--- config.mk ---
export PLATFORM = sky130hd
export DESIGN_NAME = mem_port_arbiter
export DESIGN_NICKNAME = d
export VERILOG_FILES = /design/src/rtl/mem_port_arbiter.sv
export SDC_FILE = /design/constraint.sdc
export NUM_CORES = 1
export LEC_CHECK = 0
export ABC_AREA = 1
export CAP_MARGIN = 30
export CORE_AREA = 2 2 120 122
export CTS_BUF_LIST = sky130_fd_sc_hd__clkbuf_8
export DETAILED_ROUTE_END_ITERATION = 7
export DIE_AREA = 0 0 122 124
export GPL_TIMING_DRIVEN = 1
export PLACE_DENSITY = 0.78
export REMOVE_ABC_BUFFERS = 1
export SLEW_MARGIN = 20
export SYNTH_ARGS = -nofsm -noshare
export SYNTH_HDL_FRONTEND = slang
export SYNTH_SLANG_ARGS = --single-unit
--- constraint.sdc ---
create_clock -name clk -period 2.3 [get_ports clk]
set_clock_uncertainty 0.15 [all_clocks]
set_input_delay 0.69 -clock clk [delete_from_list [all_inputs] [get_ports clk]]
set_output_delay 0.69 -clock clk [all_outputs]
set_load 0.03 [all_outputs]
--- src/rtl/mem_port_arbiter.sv ---
// mem_port_arbiter
// Lets two requesters share one data RAM. The RAM has a combinational read
// and a byte-enabled synchronous write.
//   m0 : CPU load/store unit
//   m1 : debug/loader master (memory preload, post-ebreak dump)
//
// Each port uses a per-cycle req/gnt handshake. A granted request goes to the
// RAM in the same cycle. Read data comes back registered, one cycle after the
// grant, together with a one-cycle rvalid pulse.
//
// Ports
//   clk, rst         clock, synchronous active-high reset
//   halt             blocks all grants and RAM writes while high
//   mX_req/we/addr/wdata/be    requester X command (held until mX_gnt)
//   mX_gnt           requester X accepted this cycle
//   mX_rdata/rvalid  registered read return for requester X
//   ram_a/we/be/wd   RAM command
//   ram_rd           RAM combinational read data
//   busy             a grant is issued or a read return is presented
module mem_port_arbiter #(
  parameter int ADDR_W     = 32,
  parameter int DATA_W     = 32,
  parameter int FIXED_PRIO = 0,
  parameter int MAX_WAIT   = 4
) (
  input  logic                clk,
  input  logic                rst,
  input  logic                halt,
  input  logic                m0_req,
  input  logic                m0_we,
  input  logic [ADDR_W-1:0]   m0_addr,
  input  logic [DATA_W-1:0]   m0_wdata,
  input  logic [DATA_W/8-1:0] m0_be,
  output logic                m0_gnt,
  output logic [DATA_W-1:0]   m0_rdata,
  output logic                m0_rvalid,
  input  logic                m1_req,
  input  logic                m1_we,
  input  logic [ADDR_W-1:0]   m1_addr,
  input  logic [DATA_W-1:0]   m1_wdata,
  input  logic [DATA_W/8-1:0] m1_be,
  output logic                m1_gnt,
  output logic [DATA_W-1:0]   m1_rdata,
  output logic                m1_rvalid,
  output logic [ADDR_W-1:0]   ram_a,
  output logic                ram_we,
  output logic [DATA_W/8-1:0] ram_be,
  output logic [DATA_W-1:0]   ram_wd,
  input  logic [DATA_W-1:0]   ram_rd,
  output logic                busy
);

  localparam int         BE_W       = DATA_W / 8;
  localparam logic [3:0] MAX_WAIT_C = 4'(MAX_WAIT);

  logic              gnt0_s;
  logic              gnt1_s;
  logic              last_grant_r;   // 0 = m0 was granted last, 1 = m1
  logic [3:0]        wait_cnt_r;     // consecutive denied cycles of m1
  logic [ADDR_W-1:0] addr_hold_r;
  logic [DATA_W-1:0] rdata0_r;
  logic [DATA_W-1:0] rdata1_r;
  logic              rvalid0_r;
  logic              rvalid1_r;

  // Arbitration: decides which port, if any, is granted this cycle.
  // Reset does not gate this decision. Any state change is blocked at the
  // edge instead, so the grant stays a pure function of req, halt and state.
  always_comb begin
    gnt0_s = 1'b0;
    gnt1_s = 1'b0;
    if (halt) begin
      gnt0_s = 1'b0;
      gnt1_s = 1'b0;
    end else if (m0_req && m1_req) begin
      if (FIXED_PRIO != 0) begin
        // Starvation guard: after MAX_WAIT denials, m1 is forced through.
        if (wait_cnt_r == MAX_WAIT_C) begin
          gnt1_s = 1'b1;
        end else begin
          gnt0_s = 1'b1;
        end
      end else begin
        if (last_grant_r) begin
          gnt0_s = 1'b1;
        end else begin
          gnt1_s = 1'b1;
        end
      end
    end else if (m0_req) begin
      gnt0_s = 1'b1;
    end else if (m1_req) begin
      gnt1_s = 1'b1;
    end else begin
      gnt0_s = 1'b0;
      gnt1_s = 1'b0;
    end
  end

  // RAM command mux: the granted port drives the RAM.
  // When there is no grant, the last granted address is held.
  always_comb begin
    ram_a  = addr_hold_r;
    ram_we = 1'b0;
    ram_be = {BE_W{1'b0}};
    ram_wd = {DATA_W{1'b0}};
    if (gnt0_s) begin
      ram_a  = m0_addr;
      ram_we = m0_we;
      ram_be = m0_be;
      ram_wd = m0_wdata;
    end else if (gnt1_s) begin
      ram_a  = m1_addr;
      ram_we = m1_we;
      ram_be = m1_be;
      ram_wd = m1_wdata;
    end else begin
      ram_a  = addr_hold_r;
      ram_we = 1'b0;
    end
  end

  // Arbiter state, address hold and registered read return.
  always_ff @(posedge clk) begin
    if (rst) begin
      last_grant_r <= 1'b1;
      wait_cnt_r   <= 4'd0;
      addr_hold_r  <= {ADDR_W{1'b0}};
      rdata0_r     <= {DATA_W{1'b0}};
      rdata1_r     <= {DATA_W{1'b0}};
      rvalid0_r    <= 1'b0;
      rvalid1_r    <= 1'b0;
    end else begin
      rvalid0_r <= gnt0_s & ~m0_we;
      rvalid1_r <= gnt1_s & ~m1_we;

      if (gnt0_s) begin
        last_grant_r <= 1'b0;
        addr_hold_r  <= m0_addr;
        if (!m0_we) begin
          rdata0_r <= ram_rd;
        end
      end else if (gnt1_s) begin
        last_grant_r <= 1'b1;
        addr_hold_r  <= m1_addr;
        if (!m1_we) begin
          rdata1_r <= ram_rd;
        end
      end

      // The counter freezes during halt, so the denial history survives a halt.
      if ((FIXED_PRIO != 0) && !halt) begin
        if (!m1_req || gnt1_s) begin
          wait_cnt_r <= 4'd0;
        end else if (wait_cnt_r < MAX_WAIT_C) begin
          wait_cnt_r <= wait_cnt_r + 4'd1;
        end
      end else if (FIXED_PRIO == 0) begin
        wait_cnt_r <= 4'd0;
      end
    end
  end

  assign m0_gnt    = gnt0_s;
  assign m1_gnt    = gnt1_s;
  assign m0_rdata  = rdata0_r;
  assign m1_rdata  = rdata1_r;
  assign m0_rvalid = rvalid0_r;
  assign m1_rvalid = rvalid1_r;
  assign busy      = gnt0_s | gnt1_s | rvalid0_r | rvalid1_r;

endmodule
==> results of run 1 <==
## worst max-delay path by stage
stage          slack (ns)  depth (start not counted)          from     endpoint
2_1_floorplan       -0.90                          4        m1_req  m0_rdata[0]
4_1_cts             -0.18                         10  last_grant_r   ram_wd[13]
5_1_grt             -0.62                          8        m0_req    ram_a[14]
3_5_place_dp        -0.70                          7          halt     ram_a[7]
6_report            -0.60                          8        m0_req    ram_a[14]
3_3_place_gp        -0.69                          7          halt     ram_a[7]
## power breakdown
group          switching, mW  total, mW  internal (mW)
logic                   1.10       2.10           1.00
registers             0.0464       1.85           1.81
clock network          0.648       1.21          0.566
## state kept, by name (all words and copies together), names as in the netlist
| register | flops |
|---|---|
| m1_rdata | 32 |
| m1_rvalid | 1 |
| m0_rvalid | 1 |
| addr_hold_r | 32 |
| m0_rdata | 32 |
| last_grant_r | 1 |
## logic make-up after synthesis
group | after synthesis
flip-flops | 99
buffers and inverters | 153
AO/OA/AOI/OAI | 1
AND/OR/NAND/NOR | 540
## synth_stat cells
| master | count | area share |
|---|---|---|
| nand2_1 | 272 | 0.21 |
| nand3_1 | 133 | 0.14 |
| nor2_1 | 131 | 0.10 |
| inv_1 | 100 | 0.077 |
| dfxtp_1 | 99 | 0.41 |
| buf_2 | 22 | 0.023 |
| clkbuf_1 | 10 | 0.0077 |
| buf_4 | 7 | 0.011 |
| buf_1 | 5 | 0.0039 |
| inv_2 | 5 | 0.0039 |
| buf_6 | 4 | 0.0093 |
| nand2_2 | 2 | 0.0026 |
| nor2_4 | 2 | 0.0046 |
| o22ai_1 | 1 | 0.0013 |
## per-layer routing
layer / routed length, µm / track usage
met2: 13600 / 0.490
met1: 9960 / 0.327
met5: 23 / 0
met4: 2190 / 0.127
met3: 4040 / 0.0870
## through the flow
| step | setup WS (ns) | util | total power, mW |
|---|---|---|---|
| finish | -0.602 | 0.783 | 5.17 |
| global route | -0.621 | 0.783 | 5.32 |
| CTS | -0.181 | 0.720 | 4.87 |
| detailed placement | -0.700 | 0.611 | 3.39 |
| global placement | -0.687 | 0.611 | 3.37 |
| floorplan | -0.901 | - | 2.54 |
## cells in the final DEF (no fill, tap or decap), drive strengths merged
cell type | netlist | final
buf | 38 | 168
bufinv | 0 | 1
clkbuf | 10 | 17
clkdlybuf4s50 | 0 | 209
clkinv | 0 | 2
clkinvlp | 0 | 1
dfxtp | 99 | 99
dlygate4sd2 | 0 | 4
dlymetal6s2s | 0 | 24
inv | 105 | 106
nand2 | 274 | 274
nand3 | 133 | 133
nor2 | 133 | 133
o22ai | 1 | 1
## cell type report
class / count / share of cell area
inverter: 105 / 0.0383
clock inverter: 5 / 0.00559
multi-input combinational: 541 / 0.293
timing repair buffer: 411 / 0.443
clock buffer: 11 / 0.0141
sequential: 99 / 0.185
tap: 180 / 0.0210
## worst max-delay path: stages
cell	delay, ns
buf_12	0.10
inv_6	0.03
nor2_4	0.14
buf_8	0.19
buf_16	0.16
nand3_1	0.28
nand3_2	0.30
buf_6	0.16
## timing repair
item / 4_1_cts / 5_1_grt
gates resized for setup: 238 / 154
gates cloned: 11 / 7
pin swaps: 35 / 50
setup endpoints to repair: 74 / 96
buffers inserted: 17 / 19
==> summary.txt, run 1 <==
Die Span Y -> 124 µm
root buf cell -> clkbuf_8
share of cells above drive strength 1 -> 0.311
Clk pin slew, worst setup/hold paths -> 0.09 ns
H-tree depth -> 3
FF+latch area -> 0.00199 mm²
Max Cap Viol -> 0
Post-Synth Simple-Gate Area -> 0.455
Synth Area in Compound Gates -> 0.00129
cts bufs inserted -> 9
multi-input logic area -> 0.00315 mm²
mapped cell area -> 0.00486 mm²
Die Area -> 0.0151 mm²
Cell Rows -> 43
Mapped Avg Cell Area -> 6.13 µm²
Hold Path Depth -> 4
Leak Pwr -> 5.80 nW
post-DP HPWL -> 13600 µm
largest family of logic cells by synthesized area -> simple AND/OR/NAND/NOR gates
global-route wire length before repair -> 33000 µm
area grow syn2layout -> 121%
DIE WIDTH -> 122 µm
Crit Path Max Fanout -> 11
PwrDens -> 481 mW/mm²
Hold Worst Slack -> 0.361 ns
Via density -> 5.25
fill cell count -> 803
synthesized netlist cell count -> 793
vias in the first global route -> 6163
CTS tree -> built
initial antenna violation count -> 2
Synth Area in XOR/XNOR -> 0
Seq cells post-synth -> 99
FF-to-FF setup slack -> 0.32 ns
GRT Overall Usage -> 0.285
Placed Instance Area -> 0.00839 mm²
setup ws final -> -0.602 ns
WP data required -> 1.46 ns
Max clock buf depth -> 2
placed cell count -> 1287
final setup violation count -> 71
IO Port Bufs -> 312
Initial Util -> 0.354
worst slew pin tran -> 0.373 ns
HP Class -> flip-flop to flip-flop
Post-Synth Adder-Cell Area -> 0
CP Class -> input port to output pin
final-stage net count -> 1342
Final Hold Violating Endpoints -> 0
final instance area -> 0.0107 mm²
outcome -> complete, but fails checks
Seq/Total Area, Yosys -> 0.408
drt wl/cell -> 22.0 µm
non-filler cells in the finished layout -> 1352
min-delay src -> m0_rdata[8]
r2r worst-path depth -> 9
element type at the critical path end -> output pin
1st-pass router iterations -> 5
Slew HR -> 0.751
post-layout min period -> 2.90 ns
post-route setup TNS -> -15.24 ns
failing checks -> setup timing
Initial DRC Count -> 656
multiplexer share of the synthesized area -> 0
Final Cycle Share -> 1.26
Core Area -> 0.0137 mm²
post-route antenna net violation count -> 0
CP Launch Type -> input port
largest net degree at the start of global routing -> 51
Worst EP arrival -> 2.06 ns
final WL -> 29800 µm
I/O Pins -> 313
Synth cell types -> 14
Hold Crit Endpoint -> m0_rdata[8]
RSZ-0062 raised after global routing -> true
GR Overflow Total -> 0
clock sinks -> 99
total vias in the final route -> 7098
YS warnings -> 0
GPL Wtd Cong -> 0.791
Peak Freq -> 0.345 GHz
hold_buf cts -> 0
Max Transition Viols Final -> 0
Worst R2R Start -> last_grant_r
DRC viols -> 0
ant diodes -> 0
r2r endpoint -> addr_hold_r[14]
Skew-Pair Late Insertion Delay -> 0.39 ns
Peak VDD IR -> 0.000635 V
No activity file was read; power rests on OpenSTA's default activity.
==> run 2, diff against run 1 <==
--- a/config.mk
+++ b/config.mk
@@ -6,6 +6,7 @@
 export NUM_CORES = 1
 export LEC_CHECK = 0
 export ABC_AREA = 1
+export ABC_CLOCK_PERIOD_IN_PS = 2300
 export CAP_MARGIN = 30
 export CORE_AREA = 2 2 120 122
 export CTS_BUF_LIST = sky130_fd_sc_hd__clkbuf_8
@@ -13,7 +14,6 @@
 export DIE_AREA = 0 0 122 124
 export GPL_TIMING_DRIVEN = 1
 export PLACE_DENSITY = 0.78
-export REMOVE_ABC_BUFFERS = 1
 export SLEW_MARGIN = 20
 export SYNTH_ARGS = -nofsm -noshare
 export SYNTH_HDL_FRONTEND = slang
==> summary.txt, run 2 (synthesis results as in run 1) <==
r2r worst-path depth -> 10 (+1)
outcome -> complete, but fails checks
Design Power -> 5.15 mW (-0.31%)
final-stage net count -> 1304 (-2.8%)
Hold Crit Endpoint -> m0_rdata[29]
post-layout min period -> 2.59 ns (-0.309 ns)
post-DP HPWL -> 15000 µm (+10%)
Clk pin slew, worst setup/hold paths -> 0.09 ns (about the same)
Via density -> 4.97 (-5.3%)
Worst R2R Start -> last_grant_r
min-delay src -> m0_rdata[29]
Placed Instance Area -> 0.00858 mm² (+2.4%)
WP data required -> 1.46 ns (about the same)
CP Launch Type -> input port
Die Area -> 0.0151 mm² (unchanged)
Hold Path Depth -> 4 (unchanged)
Leak Pwr -> 5.39 nW (-7.1%)
Slew HR -> 0.751 (about the same)
drt wl/cell -> 19.2 µm (-13%)
H-tree depth -> 3 (unchanged)
Final Cycle Share -> 1.13 (-0.134)
max incr delay on CP -> 0.20 ns (-0.10 ns)
Peak VDD IR -> 0.000402 V (-37%)
worst slack at placement -> -0.675 ns (+0.0246 ns)
final WL -> 25300 µm (-15%)
CTS tree -> built
GRT Overall Usage -> 0.286 (+0.000626)
IO Port Bufs -> 312 (unchanged)
post-route antenna net violation count -> 0 (unchanged)
cts bufs inserted -> 9 (unchanged)
post-synthesis net count -> 968
clock sinks -> 99 (unchanged)
root buf cell -> clkbuf_8
non-filler cells in the finished layout -> 1317 (-2.6%)
GR Overflow Total -> 0 (unchanged)
global-route wire length before repair -> 32700 µm (-0.65%)
Peak Freq -> 0.386 GHz (+12%)
worst slew pin tran -> 0.373 ns (+0.0000976 ns)
Crit-path slowest cell -> buf_4
Initial Util -> 0.354 (unchanged)
DRC viols -> 0 (unchanged)
DIE WIDTH -> 122 µm (unchanged)
crit-path cells -> buf_12 > nor2_4 > buf_4 > clkbuf_16 > nand3_1 > nand3_2 > buf_6
Crit Path Max Fanout -> 11 (unchanged)
RSZ-0062 raised after global routing -> true
PwrDens -> 510 mW/mm² (+6.1%)
element type at the critical path end -> output pin
commonest non-fill, non-tap cell in the layout -> clkdlybuf4s50_1
1st-pass router iterations -> 5 (unchanged)
final instance area -> 0.0101 mm² (-6.0%)
CP Class -> input port to output pin
Max Cap Viol -> 0 (unchanged)
area grow syn2layout -> 108%
I/O Pins -> 313 (unchanged)
Max Transition Viols Final -> 0 (unchanged)
Skew-Pair Late Insertion Delay -> 0.37 ns (-0.02 ns)
vias in the first global route -> 6069 (-1.5%)
placed cell count -> 1277 (-0.78%)
Die Span Y -> 124 µm (unchanged)
Worst EP arrival -> 1.75 ns (-0.31 ns)
Max clock buf depth -> 2 (unchanged)
most frequent cells in the layout -> 218 x clkdlybuf4s50_1, 194 x nand2_1, 131 x nor2_1
largest net degree at the start of global routing -> 68 (+33%)
GPL Wtd Cong -> 0.829 (+4.8%)
final setup violation count -> 71 (unchanged)
share of cells above drive strength 1 -> 0.258 (-0.0531)
failing checks -> setup timing
HP Class -> flip-flop to flip-flop
Initial DRC Count -> 536 (-18%)
Cell Rows -> 43 (unchanged)
Core Area -> 0.0137 mm² (unchanged)
FF-to-FF setup slack -> 0.44 ns (+0.12 ns)
total vias in the final route -> 6545 (-7.8%)
r2r endpoint -> m1_rdata[16]
Final Hold Violating Endpoints -> 0 (unchanged)
initial antenna violation count -> 4 (+2)
setup ws final -> -0.292 ns (+0.309 ns)
[run 2: changes by cell type in the layout (fill, tap and decap cells not counted), sizes merged, moves of 2 or more]
cell	delta
clkdlybuf4s50	+9
diode	+3
bufinv	+2
dlymetal6s2s	-7
buf	-39
dlygate4sd2	-2
[run 2: area by class of cell]
type,instances,area [µm²]
inverter,105,417
fill,917,3620
clock buffer,11,151
tap,180,225
timing repair buffer,373,4330
sequential,99,1980
antenna,3,7.51
multi-input combinational,541,2890
clock inverter,5,106
[run 2: worst max path at each step]
| stage | start | endpoint |
|---|---|---|
| after CTS | m0_req | ram_wd[3] |
| after detailed placement | m0_req | ram_a[31] |
| after global routing | last_grant_r | ram_wd[7] |
| final | halt | ram_a[13] |
| after floorplan | m0_req | ram_be[0] |
| after global placement | m0_req | ram_a[31] |
[run 2: metal layers]
| metal | GRT usage | up-vias | wire (µm) |
|---|---|---|---|
| met4 | 0.164 | 2 | 1480 |
| met1 | 0.313 | 2976 | 9100 |
| li1 | - | 3058 | - |
| met5 | 0 | - | 11 |
| met2 | 0.481 | 390 | 12000 |
| met3 | 0.100 | 119 | 2670 |
[run 2: timing repair]
item,in CTS,in global routing
endpoints found under the hold margin,0,0
hold buffers,0,0
buffers inserted,11,1
endpoints found under the setup margin,73,86
resized for setup,188,61
gates cloned,7,7
pin swaps,22,13
[run 2: report_power, final]
part | total, mW | switching, mW | internal, mW
Sequential | 1.85 | 0.0391 | 1.81
Clock | 1.42 | 0.638 | 0.786
Combinational | 1.88 | 0.978 | 0.902
Total | 5.15 | 1.66 | 3.50
[run 2: metrics by stage]
step,util,setup TNS (ns),hold slack (ns)
final,0.736,-14.51,0.361
after global routing,0.736,-17.11,0.394
after CTS,0.710,-7.77,0.364
after detailed placement,0.626,-53.24,0.347
after global placement,0.626,-51.00,0.345
after floorplan,-,0,0.326
[run 2: critical path, delay by kind of cell]
| kind | cells | cell delay, ns |
|---|---|---|
| AND/OR/NAND/NOR | 3 | 0.42 |
| buffers and inverters | 4 | 0.63 |
==> run 3, diff against run 2 <==
--- a/config.mk
+++ b/config.mk
@@ -14,7 +14,6 @@
 export DIE_AREA = 0 0 122 124
 export GPL_TIMING_DRIVEN = 1
 export PLACE_DENSITY = 0.78
-export SLEW_MARGIN = 20
 export SYNTH_ARGS = -nofsm -noshare
 export SYNTH_HDL_FRONTEND = slang
 export SYNTH_SLANG_ARGS = --single-unit
==> results of run 3 <==
The final DEF is identical to that of run 2; final timing and power are the same.
